$ cat config.mk
export PLATFORM = sky130hd
export DESIGN_NAME = trig_conditioner
export DESIGN_NICKNAME = d
export VERILOG_FILES = /design/src/rtl/trig_pkg.sv /design/src/rtl/trig_conditioner_if.sv /design/src/rtl/trig_channel.sv /design/src/rtl/trig_conditioner.sv
export SDC_FILE = /design/constraint.sdc
export NUM_CORES = 1
export LEC_CHECK = 0
export BUFFER_PORTS_ARGS = -buffer_cell sky130_fd_sc_hd__buf_4
export CAP_MARGIN = 20
export CORE_MARGIN = 2
export CORE_UTILIZATION = 53
export DETAILED_ROUTE_END_ITERATION = 8
export GPL_ROUTABILITY_DRIVEN = 1
export PLACE_DENSITY = 0.74
export SYNTH_ARGS = -nofsm -noshare
export SYNTH_HDL_FRONTEND = slang
export SYNTH_SLANG_ARGS = --single-unit
$ cat constraint.sdc
create_clock -name clk -period 2.4 [get_ports clk]
set_clock_uncertainty 0.1 [all_clocks]
set_input_delay 0.12 -clock clk [delete_from_list [all_inputs] [get_ports clk]]
set_output_delay 0.12 -clock clk [all_outputs]
set_load 0.005 [all_outputs]
$ cat src/rtl/trig_pkg.sv
// Shared types and elaboration-time helpers for the trigger conditioner.
package trig_pkg;

  typedef enum logic [1:0] {
    MODE_OFF  = 2'b00,
    MODE_FILT = 2'b01,
    MODE_DLY  = 2'b10,
    MODE_HOLD = 2'b11
  } trig_mode_e;

  typedef enum logic [1:0] {
    ST_IDLE,
    ST_DELAY,
    ST_PULSE,
    ST_HOLDOFF
  } trig_state_e;

  function automatic int unsigned delay_cycles(input int unsigned us,
                                               input int unsigned clk_per_us,
                                               input int neg);
    int d;
    d = int'(us * clk_per_us) - neg;
    return (d < 0) ? 0 : unsigned'(d);
  endfunction

  function automatic int unsigned max3(input int unsigned a,
                                       input int unsigned b,
                                       input int unsigned c);
    int unsigned m;
    m = (a > b) ? a : b;
    return (m > c) ? m : c;
  endfunction

endpackage

$ cat src/rtl/trig_conditioner_if.sv
// Per-channel bundle between the conditioner top and one trig_channel.
interface trig_conditioner_if;
  logic                 trig_in;
  logic                 en;
  logic                 clr_cnt;
  trig_pkg::trig_mode_e mode;
  logic                 smoothed;
  logic                 pulse;
  logic                 busy;
  logic [7:0]           drop_cnt;

  modport master (output trig_in, en, clr_cnt, mode,
                  input  smoothed, pulse, busy, drop_cnt);
  modport slave  (input  trig_in, en, clr_cnt, mode,
                  output smoothed, pulse, busy, drop_cnt);
endinterface

$ cat src/rtl/trig_channel.sv
// One trigger channel: 2-flop sync, glitch filter, delay/pulse/holdoff FSM, drop counter.
module trig_channel
  import trig_pkg::*;
#(
  parameter int unsigned GLITCH_TICKS = 4,
  parameter int unsigned PULSE_TICKS  = 25,
  parameter int unsigned DELAY_CYC    = 65,
  parameter int unsigned HOLD_CYC     = 500
) (
  input  logic              clk,
  input  logic              rst,
  trig_conditioner_if.slave bus
);

  localparam int unsigned CMAX = max3(DELAY_CYC, PULSE_TICKS, HOLD_CYC);
  localparam int unsigned CW   = (CMAX < 2) ? 1 : $clog2(CMAX + 1);
  localparam int unsigned GW   = $clog2(GLITCH_TICKS + 1);
  localparam logic [GW-1:0] G_MAX  = GW'(GLITCH_TICKS);
  localparam logic [CW-1:0] D_LAST = CW'((DELAY_CYC > 0) ? DELAY_CYC - 1 : 0);
  localparam logic [CW-1:0] P_LAST = CW'(PULSE_TICKS - 1);
  localparam logic [CW-1:0] H_LAST = CW'((HOLD_CYC > 0) ? HOLD_CYC - 1 : 0);

  logic [1:0]    sync_q, vld_q;
  logic [GW-1:0] filt_cnt_q, filt_cnt_d, low_cnt_q, low_cnt_d;
  logic          smoothed_q, smoothed_d, prev_q;
  logic          armed_q, armed_d;
  logic [7:0]    drop_q, drop_d;
  logic          rise, active, accept, drop;

  trig_state_e   state_q;
  logic [CW-1:0] cnt_q;
  logic          pulse_q;

  always_comb begin
    rise   = smoothed_q & ~prev_q;
    active = bus.en && (bus.mode != MODE_OFF);
    accept = (state_q == ST_IDLE) && rise && armed_q && active;
    drop   = rise && (state_q != ST_IDLE);

    // G samples at the new level are counted, the level flips on the following edge
    smoothed_d = smoothed_q;
    filt_cnt_d = '0;
    if (filt_cnt_q == G_MAX) smoothed_d = ~smoothed_q;
    else if (sync_q[1] != smoothed_q) filt_cnt_d = filt_cnt_q + 1'b1;

    // Arming needs a genuinely observed low, not the post-reset cleared synchronizer
    low_cnt_d = low_cnt_q;
    if (!vld_q[1] || sync_q[1]) low_cnt_d = '0;
    else if (low_cnt_q != G_MAX) low_cnt_d = low_cnt_q + 1'b1;

    armed_d = armed_q;
    if (accept) armed_d = 1'b0;
    else if (!smoothed_q && (low_cnt_q == G_MAX)) armed_d = 1'b1;

    drop_d = drop_q;
    if (bus.clr_cnt) drop_d = '0;
    else if (drop && (drop_q != 8'hFF)) drop_d = drop_q + 1'b1;
  end

  always_ff @(posedge clk or posedge rst) begin
    if (rst) begin
      sync_q     <= '0;
      vld_q      <= '0;
      filt_cnt_q <= '0;
      low_cnt_q  <= '0;
      smoothed_q <= 1'b0;
      prev_q     <= 1'b0;
      armed_q    <= 1'b0;
      drop_q     <= '0;
    end else begin
      sync_q     <= {sync_q[0], bus.trig_in};
      vld_q      <= {vld_q[0], 1'b1};
      filt_cnt_q <= filt_cnt_d;
      low_cnt_q  <= low_cnt_d;
      smoothed_q <= smoothed_d;
      prev_q     <= smoothed_q;
      armed_q    <= armed_d;
      drop_q     <= drop_d;
    end
  end

  always_ff @(posedge clk or posedge rst) begin
    if (rst) begin
      state_q <= ST_IDLE;
      cnt_q   <= '0;
      pulse_q <= 1'b0;
    end else if (!active) begin
      state_q <= ST_IDLE;
      cnt_q   <= '0;
      pulse_q <= 1'b0;
    end else begin
      case (state_q)
        ST_IDLE: begin
          cnt_q <= '0;
          if (accept) begin
            if (((bus.mode == MODE_DLY) || (bus.mode == MODE_HOLD)) && (DELAY_CYC > 0)) begin
              state_q <= ST_DELAY;
            end else begin
              state_q <= ST_PULSE;
              pulse_q <= 1'b1;
            end
          end
        end
        ST_DELAY: begin
          if (cnt_q == D_LAST) begin
            state_q <= ST_PULSE;
            pulse_q <= 1'b1;
            cnt_q   <= '0;
          end else begin
            cnt_q <= cnt_q + 1'b1;
          end
        end
        ST_PULSE: begin
          if (cnt_q == P_LAST) begin
            pulse_q <= 1'b0;
            cnt_q   <= '0;
            state_q <= ((bus.mode == MODE_HOLD) && (HOLD_CYC > 0)) ? ST_HOLDOFF : ST_IDLE;
          end else begin
            cnt_q <= cnt_q + 1'b1;
          end
        end
        ST_HOLDOFF: begin
          if (cnt_q == H_LAST) begin
            state_q <= ST_IDLE;
            cnt_q   <= '0;
          end else begin
            cnt_q <= cnt_q + 1'b1;
          end
        end
        default: begin
          state_q <= ST_IDLE;
          cnt_q   <= '0;
          pulse_q <= 1'b0;
        end
      endcase
    end
  end

  assign bus.smoothed = smoothed_q;
  assign bus.pulse    = pulse_q;
  assign bus.busy     = (state_q != ST_IDLE);
  assign bus.drop_cnt = drop_q;

endmodule

$ cat src/rtl/trig_conditioner.sv
// Multi-channel trigger conditioner: N_CH independent trig_channel instances.
module trig_conditioner
  import trig_pkg::*;
#(
  parameter int unsigned N_CH                   = 2,
  parameter int unsigned CLK_PER_US             = 50,
  parameter int unsigned TRIG_DELAY_IN_US       = 2,
  parameter int          TRIG_DELAY_IN_20NS_NEG = 35,
  parameter int unsigned GLITCH_TICKS           = 4,
  parameter int unsigned PULSE_TICKS            = 25,
  parameter int unsigned HOLDOFF_US             = 10
) (
  input  logic              clk,
  input  logic              reset,
  input  logic [N_CH-1:0]   trig_in,
  input  logic [1:0]        mode,
  input  logic [N_CH-1:0]   ch_en,
  input  logic              clr_cnt,
  output logic [N_CH-1:0]   smoothed_trig,
  output logic [N_CH-1:0]   trig_pulse,
  output logic [N_CH-1:0]   busy,
  output logic [8*N_CH-1:0] drop_cnt,
  output logic              any_pulse
);

  localparam int unsigned DELAY_CYC =
    delay_cycles(TRIG_DELAY_IN_US, CLK_PER_US, TRIG_DELAY_IN_20NS_NEG);
  localparam int unsigned HOLD_CYC = HOLDOFF_US * CLK_PER_US;

  for (genvar k = 0; k < N_CH; k++) begin : g_ch
    trig_conditioner_if bus ();

    assign bus.trig_in = trig_in[k];
    assign bus.en      = ch_en[k];
    assign bus.clr_cnt = clr_cnt;
    assign bus.mode    = trig_mode_e'(mode);

    trig_channel #(
      .GLITCH_TICKS (GLITCH_TICKS),
      .PULSE_TICKS  (PULSE_TICKS),
      .DELAY_CYC    (DELAY_CYC),
      .HOLD_CYC     (HOLD_CYC)
    ) u_ch (
      .clk (clk),
      .rst (reset),
      .bus (bus.slave)
    );

    assign smoothed_trig[k]   = bus.smoothed;
    assign trig_pulse[k]      = bus.pulse;
    assign busy[k]            = bus.busy;
    assign drop_cnt[8*k +: 8] = bus.drop_cnt;
  end

  assign any_pulse = |trig_pulse;

endmodule

## Word-level counts from Yosys, hierarchy flattened

Cells that the tools add are included.

| storage, ports and cells | value |
|---|---|
| register bits | 66 |
| logic and storage cells | 160 |

| cells by class | value |
|---|---|
| add/sub/neg operators | 8 |
| eq/ne operators | 36 |
| mux-type cells | 51 |
| bitwise logic cells | 6 |
| reductions and logical operators | 37 |

Operators by type and width:

| cell | number |
|---|---|
| $mux W9 | 8 |
| $pmux W9 S4 | 2 |
| $ne A3 B3 Y1 const B | 12 |
| $mux W8 | 4 |
| $mux W2 | 12 |
| $mux W3 | 8 |
| $add A9 B1 Y9 const B | 2 |
| $eq A9 B5 Y1 const B | 2 |
| $eq A9 B7 Y1 const B | 2 |
| $eq A9 B9 Y1 const B | 2 |
| $reduce_bool A2 Y1 | 9 |
| $add A8 B1 Y8 const B | 2 |
| $ne A8 B8 Y1 const B | 2 |
| $pmux W2 S4 | 2 |
| $logic_and A1 B1 Y1 | 14 |
| $mux W1 | 13 |
| $add A3 B1 Y3 const B | 4 |
| $eq A2 B2 Y1 const B | 6 |
| $eq A3 B3 Y1 const B | 4 |
| $reduce_and A5 Y1 | 2 |
| $ne A4 B4 Y1 const B | 2 |
| $reduce_and A4 Y1 | 2 |
| $pmux W1 S3 | 2 |
| $eq A2 B1 Y1 const B | 2 |
| other kinds (7) | 18 |

## Logic depth before layout (Yosys ltp)

Gate-level depths: netlist (run 1).

| logic depth | value |
|---|---|
| word-level depth | 8 |
| gate-level depth with buffers | 8 |
| mapped depth without buffers | 7 |

## Modules after synthesis

A second synthesis (run 1) with hierarchy kept.

| unflattened totals | value |
|---|---|
| cell total of the unflattened synthesis | 337 |
| area, all modules | 3,424.5 um^2 |

By module, submodules not included:

| module | times used | cells each | area each (um^2) | seq. area each (um^2) |
|---|---|---|---|---|
| trig_channel | 2 | 165 | 1,686.6 | 825.8 |
| trig_conditioner | 1 | 7 | 51.3 | 0.0 |

## Worst setup path before layout (run 1)

No wires, ideal clock.

| timing path | value |
|---|---|
| kind | reg-to-reg |
| start | reg g_ch[0].u_ch.cnt_q[0] |
| end | reg g_ch[0].u_ch.state_q[0] |
| library setup time | 0.079 ns |
| data arrival time | 2.261 ns |
| data required time | 2.221 ns |
| setup slack | -0.040 ns |
| stages on the path, launching flop included | 8 |
| path buffers | 0 |
| path through | dfrtp_1 inv_1 ha_1 or4b_1 or4_4 a221o_2 o21bai_4 mux2i_1 |

| between the ends | value |
|---|---|
| cells in the longest elaborated chain, start to end | 3 |
| elaborated cells between the ends (all ways) | 7 |
| those cells by class | 6 x eq/ne; 1 x reduce/logical |

Ends and longest elaborated chain:

| item | RTL line | source |
|---|---|---|
| from (decl) | trig_channel.sv:31 | `logic [CW-1:0] cnt_q;` |
| from (signal assigned) | trig_channel.sv:110 | `cnt_q <= cnt_q + 1'b1;` |
| from (signal assigned) | trig_channel.sv:119 | `cnt_q <= cnt_q + 1'b1;` |
| from (signal assigned) | trig_channel.sv:127 | `cnt_q <= cnt_q + 1'b1;` |
| $eq A9 B9 Y1 (tied with other cells) | trig_channel.sv:123 | `if (cnt_q == H_LAST) begin` |
| $ne A3 B3 Y1 (no source line) | n/a |  |
| $reduce_and A4 Y1 (no source line) * | n/a |  |
| to (signal assigned) | trig_channel.sv:117 | `state_q <= ((bus.mode == MODE_HOLD) && (HOLD_CYC > 0)) ? ST_HOLDOFF : ST_IDLE;` |
| to (decl) | trig_channel.sv:30 | `trig_state_e state_q;` |

Every way passes the cells marked *; elsewhere a longest branch is shown, timed or not.
A chain may end at the register's enable or synchronous reset.

## Worst setup path in the final report (run 1)

| timing path | value |
|---|---|
| start | reg g_ch[0].u_ch.cnt_q[0] |
| end | reg g_ch[0].u_ch.state_q[1] |

Same word-level chain as after synthesis.

==> results of run 1 <==
[path summary, 6_finish.rpt]
| check | start | to | slack (ns) | cells past startpoint |
|---|---|---|---|---|
| max | g_ch[0].u_ch.cnt_q[0] | g_ch[0].u_ch.state_q[1] | -0.04 | 7 |
| min | ch_en[0] | g_ch[0].u_ch.state_q[1] | 0.03 | 3 |
| max reg2reg | g_ch[0].u_ch.cnt_q[0] | g_ch[0].u_ch.state_q[1] | -0.04 | 7 |
| min reg2reg | g_ch[0].u_ch.sync_q[0] | g_ch[0].u_ch.sync_q[1] | 0.25 | 0 |
| max in group asynchronous | reset | g_ch[0].u_ch.cnt_q[7] | 1.27 | 4 |
| min in group asynchronous | reset | g_ch[1].u_ch.bus.drop_cnt[0] | 0.26 | 3 |
[critical path, delay by kind of cell, from the launching register on]
kind / cells / cell delay [ns]
simple gates: 2 / 0.88
compound gates: 2 / 0.63
flops: 1 / 0.39
mux: 1 / 0.19
fa+ha+maj: 1 / 0.12
buf+inv: 1 / 0.05
[repair_timing]
| item | 4_1_cts | 5_1_grt |
|---|---|---|
| setup buffers | 1 | 0 |
| pin swaps | 0 | 5 |
| gates resized for setup | 5 | 4 |
| hold buffers | 5 | 0 |
| setup endpoints to repair | 12 | 22 |
| hold endpoints to repair | 39 | 0 |
[where the power goes]
part | leakage (nW) | total (W) | internal (W) | switching, W
Combinational | 0.858 | 0.000692 | 0.000333 | 0.000359
Clock | 0.0842 | 0.000784 | 0.000413 | 0.000371
Sequential | 0.863 | 0.00127 | 0.00119 | 0.0000881
Total | 1.81 | 0.00275 | 0.00193 | 0.000818
[logic make-up (layout without fill, tap and decap cells)]
kind of cell	count (synthesis)	in the layout	share of synthesized area, %
compound gates	41	41	8.13
other cells	1	1	0.113
buf+inv	33	85	4.40
mux	8	8	2.41
fa+ha+maj	24	24	9.04
xor+xnor	32	32	8.43
flops	64	64	48.2
simple gates	127	127	19.3
[flip-flops by register name (all words and copies together) (netlist names)]
register / flops
g_ch.u_ch.bus.pulse: 2
g_ch.u_ch.bus.drop_cnt: 16
g_ch.u_ch.vld_q: 2
g_ch.u_ch.armed_q: 2
g_ch.u_ch.state_q: 4
g_ch.u_ch.bus.smoothed: 2
g_ch.u_ch.filt_cnt_q: 6
g_ch.u_ch.cnt_q: 18
g_ch.u_ch.prev_q: 2
g_ch.u_ch.low_cnt_q: 6
g_ch.u_ch.sync_q: 4
[area by class of cell]
class                      instances  area [sq um]
clock buffer                      12           155
clock inverter                     1          5.00
fill                             491          2060
inverter                          22          82.6
multi-input combinational        233          1610
sequential                        64          1600
tap                               75          93.8
timing repair buffer              50           385
[routing by layer]
layer  GRT usage [%]  up-vias
li1                -     1213
met1            25.9     1177
met2            30.7       40
met3            5.07        4
met4            5.96        0
met5               0        -
[through the flow]
| step | utilization, % | std cells |
|---|---|---|
| final | 65.6 | 457 |
| after global placement | 61.4 | 437 |
| after floorplan | - | 330 |
| after detailed placement | 61.4 | 437 |
| after CTS | 65.4 | 456 |
| after global routing | 65.6 | 457 |
[layout by cell type, fill, tap and decap left out, drive strengths merged, types with 3 or more instances in the layout]
cell type	n
a21oi	15
and2	5
and3	6
buf	45
clkbuf	12
dfrtp	64
dlygate4sd3	5
ha	24
inv	22
mux2i	8
nand2	19
nand2b	3
nand3	15
nand4	4
nor2	49
nor3	6
o21a	3
o21ai	9
o31ai	3
or3	3
or4	3
or4b	4
xnor2	22
xor2	10
==> results.py, run 1 <==
metrics = {
    "power": {
        "ir_drop_uv": 418,
        "totalPowerFinal_w": 0.00275,
        "p_leak_nw": 1.81,
        "cellPowerDensity_nw_per_um2": 699,
    },
    "synth": {
        "synth_common_cells": "dfrtp_1, nor2_1, ha_1, inv_1, xnor2_1",
        "netlist.top_cell.by_area": "dfrtp_1",
        "synth_cell_types": 46,
        "ys.flop_type": "dfrtp_1",
        "yosys_warnings": 0,
        "synth.net_count": 363,
        "ys_ff_latch": 64,
        "synth_cells": 330,
        "ys_seq_area_share_pct": 48.2,
        "yosysMostFrequentCell": "dfrtp_1",
        "syn_area_sq_um": 3320,
        "synth.avg_cell_area_sq_um": 10.1,
        "synth_top_cell_area_share_pct": 48.2,
        "synth_area_leaders": "dfrtp_1, ha_1, xnor2_1, nor2_1, xor2_1",
        "synth-edff-count": 0,
        "synthArstFlopShare_pct": 100,
    },
    "grt": {
        "grt_pass1_wl_um": 10900,
        "grt_max_degree": 24,
        "grt_pass1_vias": 2403,
        "grt_overflow": 0,
        "grt_usage_pct": 19.3,
        "grt_antenna_before_repair": 0,
    },
    "sta": {
        "rsz0062_at_grt": "yes",
        "drv_slew": 0,
        "min_period_ns": 2.44,
        "worst_slack_ns": -0.0351,
        "finalCritPeriodShare_pct": 101,
        "finalSetupViolCount": 2,
        "max-slew-margin-rel_pct": 63.7,
        "max_clock_freq_ghz": 0.411,
        "tightest_slew_ns": 0.538,
        "tns_ns": -0.0573,
        "hold_viol": 0,
        "hold_ws_ns": 0.0314,
    },
    "routing": {
        "drt_wl_total_um": 6180,
        "highest_layer": "met4",
        "wl_met2_um": 2980,
        "wl_met3_um": 258,
        "wl_per_cell_um": 13.5,
        "drc": 0,
        "vias_per_cell": 5.33,
        "dr.pass1.iters": 4,
        "m1WireLength_um": 2910,
        "drt-initial-drc-count": 93,
        "vias": 2434,
        "ant_nets": 0,
    },
    "die": {
        "core_area_sq_um": 5990,
        "die_area_sq_um": 6920,
        "rows": 28,
        "ios": 32,
        "start_util_pct": 55.5,
        "die_h_um": 83.2,
        "die_w_um": 83.2,
    },
    "layout": {
        "area_growth_pct": 18.3,
        "fin_nets": 413,
        "antennaDiodeCount": 0,
        "drive_gt1_share_pct": 19.6,
        "design_area_sq_um": 3930,
    },
    "worst_setup_path": {
        "max_stage_delay_ns": 0.45,
        "path_class": "reg -> reg",
        "critPathLaunchType": "flip-flop",
        "crit_chain": "inv_2 -> ha_1 -> or4b_4 -> or4_4 -> a221o_2 -> o21bai_4 -> mux2i_1",
        "required_ns": 2.55,
        "crit_fanout": 3,
        "end_kind": "flip-flop",
        "slowest_stage": "or4b_4",
        "worstPathArrival_ns": 2.58,
    },
    "placement": {
        "gp_routability_congestion": 0.829,
        "dp_hpwl_um": 4380,
        "post-place-ws_ns": -0.0419,
        "dpl-instance-area_sq_um": 3680,
        "io_buffer_count": 31,
    },
    "clocking": {
        "numCtsBuffers": 9,
        "clock_latency_ns": 0.33,
        "clock_path_buffers": 2,
        "cts_root_buf": "clkbuf_8",
        "numClockSinks": 64,
        "cts.clk_slew.worst_paths_ns": 0.06,
        "h-tree-depth": 3,
        "cts_tree": "yes",
    },
    "status": {
        "violations": "setup timing",
        "status": "complete, but fails checks",
    },
    "job": {
        "maxCapViolations": 0,
    },
    "worst_hold_path": {
        "worst_hold_path_type": "in -> reg",
    },
}
No activity file was read; power rests on OpenSTA's default activity.
==> inputs of run 2 (changes only) <==
==> constraint.sdc (replaced) <==
create_clock -name clk -period 2.4 [get_ports clk]
set_clock_uncertainty 0.1 [all_clocks]
set_input_delay 0.24 -clock clk [delete_from_list [all_inputs] [get_ports clk]]
set_output_delay 0.24 -clock clk [all_outputs]
set_load 0.005 [all_outputs]
==> results.py, run 2 (synthesized netlist as in run 1, its figures left out) <==
metrics = {
    "sta": {
        "hold_viol": 0,
        "max_clock_freq_ghz": 0.400,
        "finalCritPeriodShare_pct": 104,
        "worst_slack_ns": -0.0993,
        "min_period_ns": 2.50,
        "finalSetupViolCount": 10,
        "rsz0062_at_grt": "yes",
        "drv_slew": 0,
    },
    "die": {
        "die_w_um": 83.2,
        "rows": 28,
        "die_h_um": 83.2,
        "die_area_sq_um": 6920,
        "core_area_sq_um": 5990,
        "start_util_pct": 55.5,
        "ios": 32,
    },
    "grt": {
        "grt_max_degree": 51,
        "grt_usage_pct": 18.6,
        "grt_overflow": 0,
        "grt_antenna_before_repair": 0,
        "grt_pass1_vias": 2321,
        "grt_pass1_wl_um": 10300,
    },
    "placement": {
        "gp_routability_congestion": 0.815,
        "post-place-ws_ns": -0.0528,
        "dp_cells": 435,
        "dp_hpwl_um": 4160,
        "io_buffer_count": 31,
    },
    "worst_setup_path": {
        "critPathLaunchType": "flip-flop",
        "r2r_end": "g_ch[0].u_ch.state_q[1]",
        "slowest_stage": "or4_4",
        "path_class": "reg -> reg",
        "crit_chain": "inv_1 -> ha_1 -> or4b_4 -> or4_4 -> a221o_2 -> o21bai_4 -> mux2i_1",
        "crit_fanout": 3,
        "reg2reg_from": "g_ch[0].u_ch.cnt_q[0]",
        "max_stage_delay_ns": 0.49,
        "reg2reg_depth": 7,
        "worstPathArrival_ns": 2.66,
        "required_ns": 2.56,
        "reg2reg_setup_slack_ns": -0.1,
        "end_kind": "flip-flop",
    },
    "clocking": {
        "cts_tree": "yes",
        "post_cts_buffers": 0,
        "clock_latency_ns": 0.34,
        "clock_path_buffers": 2,
        "numClockSinks": 64,
        "cts.clk_slew.worst_paths_ns": 0.08,
        "numCtsBuffers": 9,
        "cts_root_buf": "clkbuf_8",
        "h-tree-depth": 3,
    },
    "routing": {
        "wl_per_cell_um": 13.4,
        "drt-initial-drc-count": 87,
        "drc": 0,
        "vias_per_cell": 5.27,
        "dr.pass1.iters": 5,
        "vias": 2396,
        "ant_nets": 0,
        "drt_wl_total_um": 6090,
    },
    "power": {
        "cellPowerDensity_nw_per_um2": 746,
        "p_leak_nw": 1.81,
        "totalPowerFinal_w": 0.00296,
        "ir_drop_uv": 482,
    },
    "layout": {
        "layout_commonest_cell": "dfrtp_1",
        "regMostFlops": "g_ch.u_ch.cnt_q",
        "fin_nets": 408,
        "area_growth_pct": 19.2,
        "drive_gt1_share_pct": 19.7,
        "utilization_pct": 66.1,
        "antennaDiodeCount": 0,
        "mostFrequentLayoutCells": "dfrtp_1, nor2_1, buf_4",
        "fill_cells": 475,
        "fin_cells": 455,
        "largest_reg_flops": 18,
    },
    "status": {
        "violations": "setup timing",
        "status": "complete, but fails checks",
    },
    "worst_hold_path": {
        "whs_path_depth": 2,
        "worst_hold_path_type": "in -> reg",
        "holdCritStartpoint": "clr_cnt",
        "whs_endpoint": "g_ch[0].u_ch.bus.drop_cnt[3]",
    },
    "job": {
        "maxCapViolations": 0,
    },
}
==> run 2: changes by cell type in the layout (fill, tap and decap cells not counted), sizes merged <==
cell	change
buf	-3
clkinvlp	+3
bufinv	+2
clkinv	+1
clkbuf	-3
dlygate4sd3	-2
==> run 2: worst max path at each step <==
| stage | startpoint | to | slack (ns) |
|---|---|---|---|
| 2_1_floorplan | g_ch[0].u_ch.cnt_q[0] | g_ch[0].u_ch.state_q[0] | 0.02 |
| 4_1_cts | g_ch[0].u_ch.cnt_q[0] | g_ch[0].u_ch.state_q[1] | -0.06 |
| 5_1_grt | g_ch[0].u_ch.cnt_q[0] | g_ch[0].u_ch.state_q[1] | -0.16 |
| 6_report | g_ch[0].u_ch.cnt_q[0] | g_ch[0].u_ch.state_q[1] | -0.1 |
| 3_3_place_gp | g_ch[0].u_ch.cnt_q[0] | g_ch[0].u_ch.cnt_q[4] | -0.01 |
| 3_5_place_dp | g_ch[0].u_ch.cnt_q[0] | g_ch[0].u_ch.cnt_q[5] | -0.05 |
==> run 2: timing repair <==
item | in CTS | in global routing
endpoints found under the setup margin | 10 | 23
resized for setup | 2 | 5
hold endpoints to repair | 16 | 0
gates cloned | 0 | 0
hold buffers | 3 | 0
==> run 2: power breakdown <==
group | total, W | switching, W | internal, W
sequential | 0.00129 | 0.000102 | 0.00118
combinational | 0.000647 | 0.000330 | 0.000317
clock | 0.00102 | 0.000438 | 0.000584
total | 0.00296 | 0.000870 | 0.00209
==> run 2: worst max-delay path: cells and delay by family (launching register included) <==
family | cells | cell delay (ns)
fa+ha+maj | 1 | 0.15
simple gates | 2 | 0.96
mux | 1 | 0.20
compound gates | 2 | 0.56
flops | 1 | 0.38
buf+inv | 1 | 0.06
==> run 2: routing by layer <==
| layer | track usage [%] | up-vias | part of all wire (%) |
|---|---|---|---|
| li1 | - | 1202 | - |
| met2 | 28.9 | 45 | 47 |
| met1 | 24.9 | 1140 | 48 |
| met3 | 6.16 | 9 | 4.6 |
| met4 | 5.66 | 0 | 1.0 |
| met5 | 0 | - | 0 |
==> run 2: layout make-up <==
class	instances	area [sq um]	area share (%)
clock inverters	7	96.3	2.43
inverters	22	82.6	2.09
flip-flops and latches	64	1600	40.4
multi-input cells	233	1610	40.6
well taps	75	93.8	2.37
clock buffers	9	124	3.13
repair buffers	45	355	8.97
==> run 2: stage by stage <==
| stage | TNS [ns] | area, sq um | hold slack [ns] |
|---|---|---|---|
| 2_1_floorplan | 0 | 3320 | 0.171 |
| 3_3_place_gp | -0.0735 | 3670 | 0.133 |
| 3_5_place_dp | -0.352 | 3670 | 0.129 |
| 4_1_cts | -0.0942 | 3930 | 0.0772 |
| 5_1_grt | -1.11 | 3960 | 0.0880 |
| 6_report | -0.271 | 3960 | 0.0821 |
==> inputs of run 3 (changes only) <==
Settings changed: SKIP_CTS_REPAIR_TIMING set to 1.
==> results.py, run 3 (synthesized netlist as in run 1, its figures left out) <==
metrics = {
    "grt": {
        "grt_pass1_wl_um": 10200,
        "grt_overflow": 0,
        "grt_usage_pct": 18.3,
        "grt_pass1_vias": 2314,
        "grt_antenna_before_repair": 0,
        "grt_max_degree": 51,
    },
    "sta": {
        "max_clock_freq_ghz": 0.406,
        "drv_slew": 0,
        "worst_slack_ns": -0.0622,
        "finalSetupViolCount": 2,
        "rsz0062_at_grt": "yes",
        "finalCritPeriodShare_pct": 103,
        "hold_viol": 0,
        "min_period_ns": 2.46,
    },
    "layout": {
        "drive_gt1_share_pct": 21.1,
        "largest_reg_flops": 18,
        "mostFrequentLayoutCells": "dfrtp_1, nor2_1, buf_4",
        "fin_nets": 408,
        "utilization_pct": 66.4,
        "regMostFlops": "g_ch.u_ch.cnt_q",
        "layout_commonest_cell": "dfrtp_1",
        "antennaDiodeCount": 0,
        "area_growth_pct": 19.7,
    },
    "die": {
        "rows": 28,
        "core_area_sq_um": 5990,
        "die_h_um": 83.2,
        "die_area_sq_um": 6920,
        "ios": 32,
        "start_util_pct": 55.5,
        "die_w_um": 83.2,
    },
    "worst_setup_path": {
        "crit_fanout": 3,
        "reg2reg_from": "g_ch[0].u_ch.cnt_q[0]",
        "required_ns": 2.56,
        "path_class": "reg -> reg",
        "crit_end": "g_ch[0].u_ch.state_q[1]",
        "end_kind": "flip-flop",
        "r2r_end": "g_ch[0].u_ch.state_q[1]",
        "reg2reg_depth": 7,
        "reg2reg_setup_slack_ns": -0.06,
        "startpoint": "g_ch[0].u_ch.cnt_q[0]",
        "worstPathArrival_ns": 2.62,
        "critPathLaunchType": "flip-flop",
    },
    "power": {
        "totalPowerFinal_w": 0.00296,
        "p_leak_nw": 1.82,
        "cellPowerDensity_nw_per_um2": 743,
        "ir_drop_uv": 482,
    },
    "placement": {
        "io_buffer_count": 31,
        "gp_routability_congestion": 0.815,
        "dp_hpwl_um": 4160,
    },
    "clocking": {
        "h-tree-depth": 3,
        "cts_tree": "yes",
        "numClockSinks": 64,
        "cts.clk_slew.worst_paths_ns": 0.08,
        "numCtsBuffers": 9,
        "clock_latency_ns": 0.34,
        "cts_root_buf": "clkbuf_8",
        "clock_path_buffers": 2,
    },
    "status": {
        "status": "complete, but fails checks",
        "violations": "setup timing",
    },
    "routing": {
        "drt-initial-drc-count": 67,
        "dr.pass1.iters": 4,
        "drc": 0,
        "vias": 2371,
        "vias_per_cell": 5.21,
        "drt_wl_total_um": 5990,
        "ant_nets": 0,
        "wl_per_cell_um": 13.2,
    },
    "worst_hold_path": {
        "holdCritStartpoint": "clr_cnt",
        "worst_hold_path_type": "in -> reg",
    },
    "job": {
        "maxCapViolations": 0,
    },
}
## run 3: final cells by class
cell class | count | area [sq um]
multi-input cells | 233 | 1620
clock buffers | 9 | 124
fillers | 465 | 2010
flip-flops and latches | 64 | 1600
repair buffers | 45 | 355
clock inverters | 7 | 96.3
well taps | 75 | 93.8
inverters | 22 | 82.6
## run 3: per-layer routing
layer,global-route usage (%),vias up,wire length (um)
li1,-,1201,-
met1,24.3,1121,2880
met2,28.6,39,2780
met3,6.26,10,243
met4,5.66,0,85
met5,0,-,0
## run 3: power by group
part | leakage (nW) | internal [W] | switching, W
Clock | 0.101 | 0.000584 | 0.000436
Combinational | 0.854 | 0.000318 | 0.000332
Sequential | 0.863 | 0.00118 | 0.000102
Total | 1.82 | 0.00209 | 0.000871
## run 3: worst min path at each step
stage                                              end  cells past startpoint
final                     g_ch[0].u_ch.bus.drop_cnt[3]                      2
after global routing      g_ch[1].u_ch.bus.drop_cnt[6]                      2
after CTS                 g_ch[0].u_ch.bus.drop_cnt[5]                      2
after detailed placement  g_ch[0].u_ch.bus.drop_cnt[1]                      2
after global placement    g_ch[0].u_ch.bus.drop_cnt[1]                      2
after floorplan                 g_ch[0].u_ch.sync_q[0]                      0
## run 3: worst max-delay path: stages, from the launching register on
cell	delay, ns
dfrtp_1	0.38
inv_1	0.06
ha_1	0.12
or4b_4	0.45
or4_4	0.49
a221o_2	0.42
o21bai_4	0.16
mux2i_1	0.20
## run 3: stage by stage
| stage | hold slack (ns) | setup slack [ns] | std cells | instance area (sq um) | TNS (ns) |
|---|---|---|---|---|---|
| finish | 0.0823 | -0.0622 | 455 | 3980 | -0.107 |
| global route | 0.0880 | -0.153 | 455 | 3980 | -0.605 |
| detailed placement | 0.129 | -0.0528 | 435 | 3670 | -0.352 |
| CTS | -0.242 | -0.0705 | 451 | 3890 | -0.517 |
| floorplan | 0.171 | 0.0206 | 330 | 3320 | 0 |
| global placement | 0.133 | -0.0127 | 435 | 3670 | -0.0735 |
